--- src/rtl/sram_access_ctrl.sv ---
// sram_access_ctrl: sequences one load/store at a time into an asynchronous word SRAM with registered strobes
module sram_access_ctrl #(
  parameter int WAIT_CYCLES = 1,
  parameter bit ALIGN_CHECK = 1'b1
) (
  input  logic        clk,
  input  logic        arst,
  input  logic        req_valid,
  output logic        req_ready,
  input  logic        req_we,
  input  logic [31:0] req_addr,
  input  logic [31:0] req_wdata,
  output logic        rsp_valid,
  input  logic        rsp_ready,
  output logic [31:0] rsp_rdata,
  output logic        rsp_err,
  output logic        busy,
  output logic        sram_cs,
  output logic        sram_oe,
  output logic        sram_we,
  output logic [31:0] sram_addr,
  output logic [31:0] sram_din,
  input  logic [31:0] sram_dout
);
  localparam int WC = (WAIT_CYCLES < 1) ? 1 : WAIT_CYCLES;
  localparam int CW = $clog2(WC + 1);
  localparam logic [2:0] IDLE    = 3'd0;
  localparam logic [2:0] SETUP   = 3'd1;
  localparam logic [2:0] STROBE  = 3'd2;
  localparam logic [2:0] RELEASE = 3'd3;
  localparam logic [2:0] RESP    = 3'd4;
  logic [2:0]    state_q, state_d;
  logic [CW-1:0] cnt_q, cnt_d;
  logic          we_q, we_d;
  logic          cs_q, cs_d, oe_q, oe_d, swe_q, swe_d;
  logic [31:0]   addr_q, addr_d, din_q, din_d;
  logic          rvalid_q, rvalid_d, rerr_q, rerr_d;
  logic [31:0]   rdata_q, rdata_d;
  logic          accept, misal;
  assign req_ready = (state_q == IDLE) && !arst;
  assign busy      = state_q != IDLE;
  assign accept    = req_valid && (state_q == IDLE);
  assign misal     = ALIGN_CHECK && (req_addr[1:0] != 2'b00);
  assign rsp_valid = rvalid_q;
  assign rsp_err   = rerr_q;
  assign rsp_rdata = rdata_q;
  assign sram_cs   = cs_q;
  assign sram_oe   = oe_q;
  assign sram_we   = swe_q;
  assign sram_addr = addr_q;
  assign sram_din  = din_q;
  // Strobe registers hold the value for the state being entered, so they fall on the same edge the FSM leaves STROBE.
  always_comb begin
    state_d  = state_q;
    cnt_d    = cnt_q;
    we_d     = we_q;
    cs_d     = 1'b0;
    oe_d     = 1'b0;
    swe_d    = 1'b0;
    addr_d   = addr_q;
    din_d    = din_q;
    rvalid_d = rvalid_q;
    rerr_d   = rerr_q;
    rdata_d  = rdata_q;
    case (state_q)
      IDLE: if (accept) begin
        if (misal) begin
          state_d = RELEASE;
          rerr_d  = 1'b1;
        end else begin
          state_d = SETUP;
          addr_d  = req_addr;
          din_d   = req_wdata;
          we_d    = req_we;
        end
      end
      SETUP: begin
        state_d = STROBE;
        cs_d    = 1'b1;
        swe_d   = we_q;
        oe_d    = !we_q;
        cnt_d   = CW'(WC - 1);
      end
      STROBE: begin
        state_d = (cnt_q == '0) ? RELEASE : STROBE;
        cs_d    = cnt_q != '0;
        swe_d   = (cnt_q != '0) && we_q;
        oe_d    = (cnt_q != '0) && !we_q;
        cnt_d   = (cnt_q == '0) ? cnt_q : cnt_q - 1'b1;
        rdata_d = (cnt_q == '0 && !we_q) ? sram_dout : rdata_q;
      end
      RELEASE: begin
        state_d  = RESP;
        rvalid_d = 1'b1;
      end
      RESP: if (rsp_ready) begin
        state_d  = IDLE;
        rvalid_d = 1'b0;
        rerr_d   = 1'b0;
        rdata_d  = '0;
      end
      default: state_d = IDLE;
    endcase
  end
  always_ff @(posedge clk or posedge arst) begin
    if (arst) begin
      state_q  <= IDLE;
      cnt_q    <= '0;
      we_q     <= 1'b0;
      cs_q     <= 1'b0;
      oe_q     <= 1'b0;
      swe_q    <= 1'b0;
      addr_q   <= '0;
      din_q    <= '0;
      rvalid_q <= 1'b0;
      rerr_q   <= 1'b0;
      rdata_q  <= '0;
    end else begin
      state_q  <= state_d;
      cnt_q    <= cnt_d;
      we_q     <= we_d;
      cs_q     <= cs_d;
      oe_q     <= oe_d;
      swe_q    <= swe_d;
      addr_q   <= addr_d;
      din_q    <= din_d;
      rvalid_q <= rvalid_d;
      rerr_q   <= rerr_d;
      rdata_q  <= rdata_d;
    end
  end
endmodule

--- config.mk ---
export PLATFORM = sky130hd
export DESIGN_NAME = sram_access_ctrl
export DESIGN_NICKNAME = d
export VERILOG_FILES = /design/src/rtl/sram_access_ctrl.sv
export SDC_FILE = /design/constraint.sdc
export NUM_CORES = 1
export LEC_CHECK = 0
export CAP_MARGIN = 20
export CORE_MARGIN = 1
export CORE_UTILIZATION = 37
export DETAILED_ROUTE_END_ITERATION = 10
export PLACE_DENSITY = 0.76
export SYNTH_ARGS = -nofsm -noshare
export SYNTH_HDL_FRONTEND = slang
export SYNTH_SLANG_ARGS = --single-unit
--- constraint.sdc ---
create_clock -name clk -period 3.5 [get_ports clk]
set_input_delay 0.7 -clock clk [delete_from_list [all_inputs] [get_ports clk]]
set_output_delay 0.7 -clock clk [all_outputs]
set_load 0.01 [all_outputs]
==> results.txt <==
- Outcome: completed
* Number of cell rows: 39
* Latest clock arrival within the worst-skew pair: approximately 340 ps
* Sequential cell area fraction in the yosys report: 0.601
- TritonCTS built the clock tree.
* Synth-to-Final Area Change: 56.1%
* Max-cap viol count: 0
- Worst endpoint data arrival time: 1930 ps
* Number of enable flip-flop cells after synthesis: 0
- Synthesis produced a netlist with a net count of between 400 and 500.
- Setup violations remaining at the end of the flow were counted as 0.
- Most frequently used cell type in the post-synthesis netlist: sky130_fd_sc_hd__dfrtp_1
- Antenna violations before repair: 0
* Via density: 4.63
* Leak: 3.38 nW
- Period Utilization, post-route: 0.751
* Worst slew pin tran: 786 ps
* Total negative slack for setup checks: 0 ps
- Clk_skew: 4.11 ps
- Once the clock tree was built, the setup fixing pass inserted 0 buffers.
- Launching element type of the critical path: register
- TritonRoute pass-1 iters: 4
- Synthesized instance count: 309
- Counting flops and latches in the post-synthesis netlist gives 105.
- Yosys top cell by area: sky130_fd_sc_hd__dfrtp_1
* Die height: between 100 and 150 microns
* Global-route wire length before repair: 17.1 mm
- Count of H-tree levels built during CTS: 3
- Setup repair after global routing left no endpoint under its margin.
* Reg2reg start: state_q[1]
- Number of nets at the end of the flow: 611
- Total number of yosys warnings: 0
- Clock input transition at the sequential cells of the worst setup and hold paths: 70 ps
- The repair_antennas step left the layout with diodes totalling 0.
- Pin count of the biggest net entering global routing: 66
- Kind of capture point of the worst setup path: output pin
- Per-instance average area after synthesis: 14.2 sq um
- 204 I/O pins were placed.
- The design draws 0.00592 W.
- Origin of the worst min-delay path: we_q
* Placeable core region: 11500 sq um
* Proportion of synthesized flip-flops having asynchronous set or reset: 1.00
- The tree built by TritonCTS fans out to roughly 110 sinks.
- After synthesis, the cell types taking the most area are sky130_fd_sc_hd__dfrtp_1, sky130_fd_sc_hd__mux2_4, sky130_fd_sc_hd__mux2i_1.
* Clock buffers created by TritonCTS: 9
- After detailed routing, the average wire length per cell comes to 16.0 microns.
* Layout cells sized above 1: 0.167
* Highest Clock Rate: between 300 and 400 MHz
- Antenna-violating nets left: 0
* Max Transition Viols Final: 0
* Adder-cell share of the synthesized area: 0
* Number of hold violations in the final report: 0
- Tracing the worst setup path back leads to its startpoint at state_q[1].
- In this run the tightest slew margin relative to its limit is 0.476.
- The die covers 12300 sq um.
- In the synthesized netlist the dominant register cell turns out to be sky130_fd_sc_hd__dfrtp_1.
- The die is 111 microns wide.
* Total vias in the final route: 3049
- Post-synthesis instance area: 4380 sq um
- In the global route stage, overall resource usage came out at 0.177.
- The congestion estimate from routability-driven global placement came to 0.753.
- The share of synthesized area in the top cell type comes to 0.601.
- After the first detailed-routing iteration, the DRC count stood at approximately 170.
* Grt ovf: 0
- By startpoint and endpoint, the worst setup path is classified as register to output pin.
- Complex-gate fraction of the synthesized area: 0.0103
* Maximum clock path buffer count: 2
- For this configuration, the core starts out at a cell density of 0.382.
* Shortest clock period the worst path allows after layout: 2630 ps
- Of the total synthesized cell area, the portion taken by XOR and XNOR cells is 0.
* Max FO, Critical Path: 10
* Total power per unit cell area: between 800 and 900 nW/um^2
- Unique masters post-synth: 24
- Wire length reported by the detailed router: 10.5 mm
- Main combinational cell family by area after synthesis: multiplexers
* Hold-fix buffers at CTS: 0
* Simple-gate area share of the yosys netlist: 0.0563
- In this run the worst hold path is classified as register to register.
* Port bufs: 203
- On the final layout, the worst hold slack is 478 ps.
* Top cells by count, synth: sky130_fd_sc_hd__dfrtp_1, sky130_fd_sc_hd__mux2_4, sky130_fd_sc_hd__inv_1, sky130_fd_sc_hd__nand2_1, sky130_fd_sc_hd__mux2i_1
* Post-cts repair resize count: 0
* CP required: ~2800 ps
* Via count of the first global-routing pass: between 3k and 4k
- The portion of synthesized area spent on multiplexers is 0.277.
- Detailed placement HPWL: between 7 and 8 mm
- Root cell of the clock tree: sky130_fd_sc_hd__clkbuf_16
* VDD IR max: 594 uV
* DRC violations left: 0
-- path summary, 6_finish.rpt --
path / endpoint / slack (ps) / cells past startpoint
setup reg to reg: sram_addr[29] / 1120 / 4
max in group asynchronous: sram_din[23] / 1790 / 3
hold reg to reg: sram_oe / 480 / 1
hold / removal: sram_oe / 480 / 1
setup / recovery: req_ready / 870 / 3
min in group asynchronous: sram_cs / 870 / 2
-- critical path, cell delays in order (launching register included) --
cell and delay [ps]:
sky130_fd_sc_hd__dfrtp_1 480, sky130_fd_sc_hd__or3_4 450, sky130_fd_sc_hd__nor2_1 100, sky130_fd_sc_hd__clkdlybuf4s50_1 560
-- sequential cells by signal, summed over array words and instances (netlist names) --
name and count:
rsp_valid 1, state_q 3, rsp_err 1, sram_din 32
sram_addr 32, sram_we 1, sram_cs 1, sram_oe 1
we_q 1, rsp_rdata 32
-- kinds of logic (layout without fill, tap and decap cells) --
family                 after synthesis  after routing
AOI/OAI and AO/OA                    7              7
muxes                               95             95
DFF                                105            105
and+or+nand+nor                     52             52
buffers and inverters               50            256
-- report_power, final --
group	switching (W)	internal (W)	leakage (nW)
Combinational	0.000998	0.00174	1.97
Sequential	0.000361	0.00181	1.27
Clock	0.000433	0.000575	0.135
-- final cells by class --
| type | instances | area, sq um |
|---|---|---|
| clock buffers | 12 | 246 |
| well taps | 143 | 179 |
| inverters | 33 | 126 |
| repair buffers | 207 | 2080 |
| flip-flops and latches | 105 | 2630 |
| multi-input cells | 154 | 1520 |
| fillers | 951 | 4640 |
| clock inverters | 4 | 52.6 |
-- metrics by stage --
step | cell area, sq um | instances | worst slack, ps | utilization
floorplan | 4380 | 309 | 39.5 | -
global placement | 6500 | 641 | 781 | 0.567
detailed placement | 6500 | 641 | 740 | 0.567
CTS | 6800 | 657 | 848 | 0.593
global route | 6830 | 658 | 779 | 0.596
finish | 6830 | 658 | 872 | 0.596
-- layer usage --
metal	global-route usage	routed length [microns]
met5	0	0
met4	0.0444	130
met3	0.0656	796
met2	0.301	5230
met1	0.213	4360
-- layout by cell type, fill, tap and decap left out --
cell | synthesis | routed
sky130_fd_sc_hd__a21oi_1 | 2 | 2
sky130_fd_sc_hd__nor4b_1 | 1 | 1
sky130_fd_sc_hd__or3_4 | 1 | 1
sky130_fd_sc_hd__nor3_1 | 2 | 2
sky130_fd_sc_hd__bufinv_16 | 0 | 1
sky130_fd_sc_hd__buf_4 | 0 | 3
sky130_fd_sc_hd__o21a_1 | 1 | 1
sky130_fd_sc_hd__clkinvlp_4 | 0 | 3
sky130_fd_sc_hd__nand3b_1 | 1 | 1
sky130_fd_sc_hd__clkbuf_8 | 0 | 1
sky130_fd_sc_hd__clkbuf_16 | 0 | 9
sky130_fd_sc_hd__or4b_4 | 1 | 1
sky130_fd_sc_hd__a31oi_4 | 0 | 1
sky130_fd_sc_hd__or3b_2 | 1 | 1
sky130_fd_sc_hd__and2_1 | 3 | 3
sky130_fd_sc_hd__buf_16 | 0 | 1
sky130_fd_sc_hd__dfrtp_1 | 105 | 105
sky130_fd_sc_hd__a311oi_1 | 1 | 1
sky130_fd_sc_hd__clkdlybuf4s50_1 | 0 | 203
sky130_fd_sc_hd__nor2_1 | 5 | 5
sky130_fd_sc_hd__inv_1 | 33 | 32
sky130_fd_sc_hd__nand2_1 | 33 | 33
sky130_fd_sc_hd__inv_4 | 0 | 1
sky130_fd_sc_hd__mux2i_1 | 32 | 32
sky130_fd_sc_hd__clkbuf_1 | 5 | 2
sky130_fd_sc_hd__o21ai_0 | 1 | 1
sky130_fd_sc_hd__a211oi_1 | 1 | 1
sky130_fd_sc_hd__mux2_4 | 48 | 48
sky130_fd_sc_hd__nor2b_1 | 4 | 4
sky130_fd_sc_hd__mux2_2 | 15 | 15
(Power assumes the default switching activity.)
